## config.mk

```make
export PLATFORM = sky130hd
export DESIGN_NAME = led_spi_slave
export DESIGN_NICKNAME = d
export VERILOG_FILES = /design/src/rtl/led_spi_pkg.sv /design/src/rtl/spi_in_sync.sv /design/src/rtl/led_spi_slave.sv
export SDC_FILE = /design/constraint.sdc
export NUM_CORES = 1
export LEC_CHECK = 0
export ABC_AREA = 1
export CORE_ASPECT_RATIO = 1.25
export CORE_MARGIN = 5
export CORE_UTILIZATION = 35
export CTS_BUF_LIST = sky130_fd_sc_hd__clkbuf_2
export DETAILED_ROUTE_END_ITERATION = 12
export PLACE_DENSITY_LB_ADDON = 0.2
export SLEW_MARGIN = 5
export SYNTH_ARGS = -nofsm -noshare
export SYNTH_HDL_FRONTEND = slang
export SYNTH_SLANG_ARGS = --single-unit
```

## constraint.sdc

```tcl
create_clock -name clk -period 4 [get_ports clk]
set_clock_uncertainty 0.2 [all_clocks]
set_input_delay 0.8 -clock clk [delete_from_list [all_inputs] [get_ports clk]]
set_output_delay 0.8 -clock clk [all_outputs]
set_load 0.005 [all_outputs]
```

## src/rtl/led_spi_pkg.sv

```systemverilog
// Shared constants and types for the LED SPI receiver.
// Frame layout: [31:30] reserved, [29:24] pixel address, [23:0] RGB.
package led_spi_pkg;
   localparam int ADDR_W_DEF = 6;
   localparam int DATA_W_DEF = 24;
   localparam int FRAME_BITS = 32;
   localparam int ADDR_LSB   = 24;
   localparam int RGB_LSB    = 0;
   localparam int CNT_W      = 6;

   typedef enum logic [1:0] {IDLE, SHIFT, DONE} state_e;
endpackage

```

## src/rtl/spi_in_sync.sv

```systemverilog
// Multi-flop synchroniser for one asynchronous SPI input.
module spi_in_sync #(
   parameter int   STAGES  = 2,
   parameter logic RST_VAL = 1'b0
) (
   input  logic clk,
   input  logic rst,
   input  logic d_i,
   output logic q_o
);
   logic [STAGES-1:0] ff_q;

   always_ff @(posedge clk or posedge rst) begin
      if (rst) ff_q <= {STAGES{RST_VAL}};
      else     ff_q <= {ff_q[STAGES-2:0], d_i};
   end

   assign q_o = ff_q[STAGES-1];
endmodule

```

## src/rtl/led_spi_slave.sv

```systemverilog
// SPI mode-0 receiver: deserialises 32-bit address/RGB frames into a
// 2^ADDR_W x DATA_W frame buffer with a registered scan-side read port.
module led_spi_slave
   import led_spi_pkg::*;
#(
   parameter int ADDR_W      = ADDR_W_DEF,
   parameter int DATA_W      = DATA_W_DEF,
   parameter int SYNC_STAGES = 2
) (
   input  logic              clk,
   input  logic              rst,
   input  logic              sclk,
   input  logic              mosi,
   input  logic              cs,
   input  logic [ADDR_W-1:0] rd_addr,
   output logic [DATA_W-1:0] rd_data,
   output logic              wr_valid,
   output logic [ADDR_W-1:0] wr_addr,
   output logic [DATA_W-1:0] wr_data,
   output logic              frame_err,
   output logic              busy
);
   // Reserved bits simply fall off the top of the shift register.
   localparam int SH_W = ADDR_LSB + ADDR_W;
   localparam logic [CNT_W-1:0] CNT_LAST = CNT_W'(FRAME_BITS - 1);
   localparam logic [CNT_W-1:0] CNT_FULL = CNT_W'(FRAME_BITS);
   localparam logic [CNT_W-1:0] CNT_LONG = CNT_W'(FRAME_BITS + 1);

   logic sclk_s, mosi_s, cs_s;
   logic sclk_dq, cs_dq;
   logic [SYNC_STAGES:0] flush_q;
   logic armed, sclk_rise, cs_rise, cs_fall;

   state_e            state_q, state_d;
   logic [CNT_W-1:0]  cnt_q, cnt_d;
   logic [SH_W-1:0]   shift_q, shift_d;
   logic              commit_q, commit_d;
   logic              err_d;

   logic [DATA_W-1:0] mem_q [2**ADDR_W];
   logic [DATA_W-1:0] rd_data_q, wr_data_q;
   logic [ADDR_W-1:0] wr_addr_q;
   logic              wr_valid_q, frame_err_q;

   spi_in_sync #(.STAGES(SYNC_STAGES), .RST_VAL(1'b0)) u_sync_sclk (
      .clk(clk), .rst(rst), .d_i(sclk), .q_o(sclk_s));
   spi_in_sync #(.STAGES(SYNC_STAGES), .RST_VAL(1'b0)) u_sync_mosi (
      .clk(clk), .rst(rst), .d_i(mosi), .q_o(mosi_s));
   spi_in_sync #(.STAGES(SYNC_STAGES), .RST_VAL(1'b1)) u_sync_cs (
      .clk(clk), .rst(rst), .d_i(cs), .q_o(cs_s));

   // The cs synchroniser comes out of reset reading "high"; a frame in flight
   // would look like a fresh cs fall until the sync chain has flushed.
   assign armed     = flush_q[SYNC_STAGES];
   assign sclk_rise = sclk_s & ~sclk_dq;
   assign cs_rise   = cs_s & ~cs_dq;
   assign cs_fall   = ~cs_s & cs_dq;

   always_ff @(posedge clk or posedge rst) begin
      if (rst) begin
         sclk_dq  <= 1'b0;
         cs_dq    <= 1'b1;
         flush_q  <= '0;
         state_q  <= IDLE;
         cnt_q    <= '0;
         shift_q  <= '0;
         commit_q <= 1'b0;
      end else begin
         sclk_dq  <= sclk_s;
         cs_dq    <= cs_s;
         flush_q  <= {flush_q[SYNC_STAGES-1:0], 1'b1};
         state_q  <= state_d;
         cnt_q    <= cnt_d;
         shift_q  <= shift_d;
         commit_q <= commit_d;
      end
   end

   always_comb begin
      state_d  = state_q;
      cnt_d    = cnt_q;
      shift_d  = shift_q;
      commit_d = 1'b0;
      err_d    = 1'b0;
      unique case (state_q)
         IDLE: begin
            cnt_d = '0;
            if (armed && cs_fall) state_d = SHIFT;
         end
         SHIFT: begin
            if (sclk_rise) begin
               shift_d = {shift_q[SH_W-2:0], mosi_s};
               cnt_d   = cnt_q + 1'b1;
               if (cnt_q == CNT_LAST) begin
                  state_d  = DONE;
                  commit_d = 1'b1;
               end
            end
         end
         DONE: begin
            if (sclk_rise && cnt_q != CNT_LONG) cnt_d = cnt_q + 1'b1;
         end
         default: state_d = IDLE;
      endcase
      if (cs_rise) begin
         err_d    = (state_q != IDLE) && (cnt_q != CNT_FULL);
         state_d  = IDLE;
         cnt_d    = '0;
         shift_d  = '0;
         commit_d = 1'b0;
      end
   end

   always_ff @(posedge clk) begin
      if (commit_q) mem_q[shift_q[ADDR_LSB +: ADDR_W]] <= shift_q[RGB_LSB +: DATA_W];
   end

   always_ff @(posedge clk or posedge rst) begin
      if (rst) begin
         rd_data_q   <= '0;
         wr_addr_q   <= '0;
         wr_data_q   <= '0;
         wr_valid_q  <= 1'b0;
         frame_err_q <= 1'b0;
      end else begin
         rd_data_q   <= mem_q[rd_addr];
         wr_valid_q  <= commit_q;
         frame_err_q <= err_d;
         if (commit_q) begin
            wr_addr_q <= shift_q[ADDR_LSB +: ADDR_W];
            wr_data_q <= shift_q[RGB_LSB +: DATA_W];
         end
      end
   end

   assign rd_data   = rd_data_q;
   assign wr_valid  = wr_valid_q;
   assign wr_addr   = wr_addr_q;
   assign wr_data   = wr_data_q;
   assign frame_err = frame_err_q;
   assign busy      = ~cs_s;
endmodule
```

# Yosys cells after proc, flatten, opt, wreduce, memory -nomap -nowiden
# Memories as Yosys holds them, arrays and structs flattened. A register that Yosys moved wholly into a read port is not among the register bits.
# Index checks and enable logic that the tools add are counted.
dict set report totals {
  elab_cells 62
  reg_bits 82
  latchBits 0
  n_memories 1
  mem_bits_rw 1536
  romBits 0
}
# memory words width read_ports rd_clocked_by_memory_dff wr line
set memory_table {}
lappend memory_table {mem_q 64 24 1 1 1 led_spi_slave.sv:40} ;# logic [DATA_W-1:0] mem_q [2**ADDR_W];
dict set report op_classes {
  n_bitwise 6
  n_reduce_logical 11
  n_div 0
  add_sub_neg 1
  eq_ne 10
  n_mul 0
  n_lt_le_gt_ge 0
  mux 19
  shifts 0
}
# op count
set op_table {}
lappend op_table {{30-bit two-way mux} 3}
lappend op_table {{6-bit two-way mux} 3}
lappend op_table {{6-bit case mux with 3 select lines} 1}
lappend op_table {{3-bit inequality test, second input constant} 4}
lappend op_table {{6-bit inequality test, second input constant} 2}
lappend op_table {{2-bit two-way mux} 4}
lappend op_table {{1-bit two-way mux} 7}
lappend op_table {{6-bit by 1-bit adder with 6-bit output, second input constant} 1}
lappend op_table {{6-bit by 5-bit equality test with 1-bit output, second input constant} 1}
lappend op_table {{2-bit case mux with 3 select lines} 1}
lappend op_table {{2-bit nonzero test} 3}
lappend op_table {{4-bit AND reduction} 1}
lappend op_table {{4-bit nonzero test} 1}
lappend op_table {{1-bit bitwise AND} 3}
lappend op_table {{1-bit logical AND} 3}
lappend op_table {{1-bit inverter} 3}
lappend op_table {{3-bit AND reduction} 1}
lappend op_table {{2-bit by 1-bit equality test with 1-bit output, second input constant} 1}
lappend op_table {{2-bit equality test, second input constant} 1}
lappend op_table {{2-bit logical NOT} 1}
lappend op_table {{2-bit inequality test, second input constant} 1}
lappend op_table {{2-bit AND reduction} 1}

# Logic depth before layout (Yosys ltp)
dict set report logic_depth {
  word_depth 6
  depth_mapped 13
}

# By module
# Synthesis repeated with hierarchy kept, for this count alone.
dict set report unflattened {
  cells_unflattened 5528
  area_unflattened_um2 65990.8
}
# module seq_area_each_um2 area_each_um2 n_inst cells_per_inst
set by_module_without_submodules {}
lappend by_module_without_submodules {led_spi_slave 48627.9 65826.9 1 5519}
lappend by_module_without_submodules {{spi_in_sync (u_sync_mosi ...)} 50.0 53.8 2 3}
lappend by_module_without_submodules {{spi_in_sync (u_sync_cs)} 52.6 56.3 1 3}

# Worst setup path before layout
# No wires, ideal clock.
dict set report synth_path {
  path_kind {register to register}
  from {register commit_q}
  to {memory mem_q[46][0] (netlist name), enable pin}
  stages_incl_launch_ff 6
  path_slack_ns 0.747
  arrival_ns 2.617
  n_path_buf 1
  cell_sequence {dfrtp_1 > clkbuf_1 > nand2_1 > nor3_1 > inv_1 > nor3_1}
}
dict set report synth_between {
  elab_chain_cells 2
}
# item line
set synth_lines {}
lappend synth_lines {{start: declaration} led_spi_slave.sv:37} ;# logic commit_q, commit_d;
lappend synth_lines {{start signal: assignment} led_spi_slave.sv:75} ;# commit_q <= commit_d;
lappend synth_lines {{1-bit two-way mux} led_spi_slave.sv:115} ;# if (commit_q) mem_q[shift_q[ADDR_LSB +: ADDR_W]] <= shift_q[RGB_LSB +: DATA_W];
lappend synth_lines {{1-bit two-way mux (not written as such)} led_spi_slave.sv:115}
lappend synth_lines {{end: declaration} led_spi_slave.sv:40}
# No other way between the ends.

==> impl_results.rst <==
.. list-table::
   :header-rows: 1

   * - Metric
     - Value
   * - Setup_tns
     - 0 ns
   * - Crit Reg-Reg Startpoint
     - mem_q[41][23]
   * - Hold WC Path Type
     - register to register
   * - Number of iterations in the first detailed-routing pass
     - 6
   * - Syn Area/Cell
     - 11.9 µm²
   * - Pin count of the biggest net entering global routing
     - ~110
   * - Start point of the critical path
     - rd_addr[1]
   * - Die H
     - 495 µm
   * - P_leak
     - approximately 0.028 µW
   * - HPWL after DPL
     - roughly 110 mm
   * - Last weighted congestion value of the routability-driven placer
     - 0.796
   * - Time the final worst path needs with I/O delays and setup
     - 3.92 ns
   * - Number of violations of the max-capacitance limit
     - 0
   * - Timing-limited maximum frequency
     - 255 MHz
   * - Post-detailed-route DRC marker count
     - 0
   * - Average via count per standard cell
     - 5.11
   * - Crit end category
     - register
   * - Category of the critical setup timing path
     - primary input to register
   * - Horizontal extent of the die
     - between 300 and 400 µm
   * - IO Count
     - a little under 70
   * - Max-slew violation count
     - 0
   * - Detailed Route WL
     - 202 mm
   * - Top fanout value on the critical path
     - 55
   * - Share of post-route cells with drive strength above 1
     - around 15%
   * - Number of antenna violations at the first check in global routing
     - 14
   * - Fill cell count
     - 18200
   * - Proportion of synthesized chip area in sequential cells
     - between 70% and 80%
   * - Total CTS buffers
     - 413
   * - Wire length of the first global-routing pass
     - 295 mm
   * - Final Non-Filler Cells
     - 8689
   * - CTS clock-pin slew for the worst setup and hold paths
     - around 0.11 ns
   * - Via count of the first global-routing pass
     - 43400
   * - Area of all sequential standard cells
     - 48800 µm²
   * - Wirelength per Cell
     - around 23 µm
   * - Total area of multi-input combinational cells
     - 15100 µm²
   * - Leading post-synthesis cells by cell area
     - edfxtp_1 70%, nand2_1 11%, nand3_1 10%
   * - Worst-Skew Late Latency
     - between 1.5 and 2 ns
   * - Final setup violation count
     - 0
   * - TritonCTS sink count
     - roughly 1600
   * - Buffers from clock root to sink, at most
     - 4
   * - Max rail drop VDD
     - 311 µV
   * - Initial detailed-routing violation count
     - between 3000 and 4000
   * - Post-DRT Antenna Nets
     - 0
   * - Cell count after placement
     - 7941
   * - Warnings, synthesis
     - 0
   * - Area of the die
     - 197000 µm²
   * - Area of the placeable core
     - 188000 µm²
   * - Crit path arrival time
     - about 5.4 ns
   * - Unrepaired setup endpoints after global routing
     - false
   * - Slew at the pin with the worst max-slew slack
     - about 1.4 ns
   * - Ratio of final minimum period to clock period
     - 98.1%
   * - Run status
     - completed
   * - Starting density of the core
     - 35.1%
   * - Commonest non-fill, non-tap cells in the layout
     - 1966 x nand2_1, 1536 x edfxtp_1, 1317 x nand3_1, 632 x clkbuf_2, 136 x buf_4
   * - Area leader, netlist
     - edfxtp_1
   * - Total Routing Usage GR
     - 20.2%
   * - Synthesized net count
     - 5543
   * - Startpoint type of the worst setup path
     - primary input
   * - Row cnt
     - approximately 180
   * - Synthesized cell area
     - ~66000 µm²
   * - Req. time, crit path
     - 5.50 ns
   * - Number of distinct library cells after synthesis
     - 26
   * - Via total after detailed routing
     - 44400
   * - Max-slew headroom
     - 9.36%
   * - Instance count of the mapped netlist
     - 5525
   * - Area share of the largest cell type after synthesis
     - a little over two thirds
   * - #FFs+latches synth
     - ~1600
   * - Most common cell after layout, fill and taps aside
     - nand2_1
   * - Final Hold Viols
     - 0
   * - Post-synthesis to final-layout area growth
     - 11.8%
   * - Clock tree from TritonCTS
     - yes
   * - Source of the worst hold timing path
     - flush_q[1]
   * - Clock root buffer master
     - clkbuf_2
   * - Leftover overflow at the end of global routing
     - 0
   * - Number of buffers added on ports
     - 67
   * - Level count of the clock H-tree
     - 5
   * - Number of nets in the layout
     - 5894
   * - Power density relative to cell area
     - 433 nW/µm²
==> state kept, by name (all words and copies together), names as in the netlist <==
signal            cells
mem_q              1536
shift_q              30
rd_data              24
wr_data              24
cnt_q                 6
wr_addr               6
flush_q               3
state_q               2
u_sync_cs.ff_q        2
u_sync_mosi.ff_q      2
u_sync_sclk.ff_q      2
commit_q              1
cs_dq                 1
frame_err             1
sclk_dq               1
wr_valid              1
==> path summary, 6_finish.rpt <==
kind	depth (start not counted)	slack, ns	end
min	0	0.13	flush_q[2]
min reg2reg	0	0.13	flush_q[2]
min in group asynchronous	4	0.37	wr_data[8]
max reg2reg	12	0.38	rd_data[23]
max	15	0.08	rd_data[23]
max in group asynchronous	5	2.31	rd_data[1]
==> critical path, stage by stage <==
cell,delay (ns)
dlygate4sd3_1,0.57
buf_8,0.24
inv_8,0.39
buf_12,0.37
nand3_1,0.12
nand3_1,0.10
nand2_1,0.09
nand2_1,0.07
dlygate4sd3_1,0.56
nand3_1,0.06
dlygate4sd3_1,0.60
nand3_1,0.08
dlygate4sd3_1,0.57
nand2_1,0.06
dlygate4sd3_1,0.58
==> per-layer routing <==
metal  global-route usage, %  up-vias  share of wire [%]  wire length, µm
met2                    33.0     1598                 48            96200
li1                        -    20300                  -                -
met5                       0        -             0.0064               13
met1                    27.3    22100                 43            86400
met3                    3.58      359                6.3            12700
met4                    7.40        2                3.3             6770
==> synth_stat cells <==
cell,count
buf_4,38
a311oi_1,1
inv_4,1
ha_1,7
buf_8,2
a21oi_1,36
nor2_1,99
o21a_1,2
nand3_1,1317
buf_6,48
dfstp_2,3
o21ai_0,8
nand2_1,1966
nand3b_1,1
clkbuf_1,73
buf_2,162
buf_1,26
nor3_1,8
nand4_1,1
dfrtp_1,103
conb_1,1
inv_1,55
edfxtp_1,1536
clkinv_1,1
inv_2,1
o22ai_1,29
==> kinds of logic after synthesis <==
logic type                 after synthesis  share of synthesized area [%]
DFF                                   1642                           74.0
AOI/OAI and AO/OA                       76                          0.645
buffers and inverters                  407                           3.42
and+or+nand+nor                       3392                           21.8
other                                    1                        0.00569
adders and majority gates                7                          0.133
==> power breakdown <==
part	total (µW)	internal, µW	switching, µW
logic	2150	623	1520
clock network	10900	4250	6650
registers	18900	18700	202
total	31900	23500	8380
==> stage by stage <==
stage	util [%]	hold slack, ns	power (µW)	instance area [µm²]	setup WS (ns)
4_1_cts	39.3	0.0201	32400	73700	0.00329
2_1_floorplan	-	0.131	20500	66000	0.216
6_report	39.3	0.135	31900	73700	0.0776
3_5_place_dp	37.2	0.139	21400	69900	0.304
3_3_place_gp	37.2	0.135	21400	69900	0.324
5_1_grt	39.3	0.138	33500	73700	0.0769
==> repair_timing <==
action,CTS,global route
hold buffers,39,0
endpoints found under the hold margin,133,0
setup buffers,1,0
endpoints found under the setup margin,41,1
gates resized for setup,58,3
==> cell type report <==
cell class	instances	area share [%]
Multi-Input combinational cell	3476	20.5
Clock buffer	632	4.29
Sequential cell	1642	66.2
Clock inverter	72	0.455
Timing Repair Buffer	285	3.94
Antenna cell	4	0.0136
Tap cell	2520	4.28
Inverter	58	0.344
Note: power is estimated with default switching activity, not from simulation.
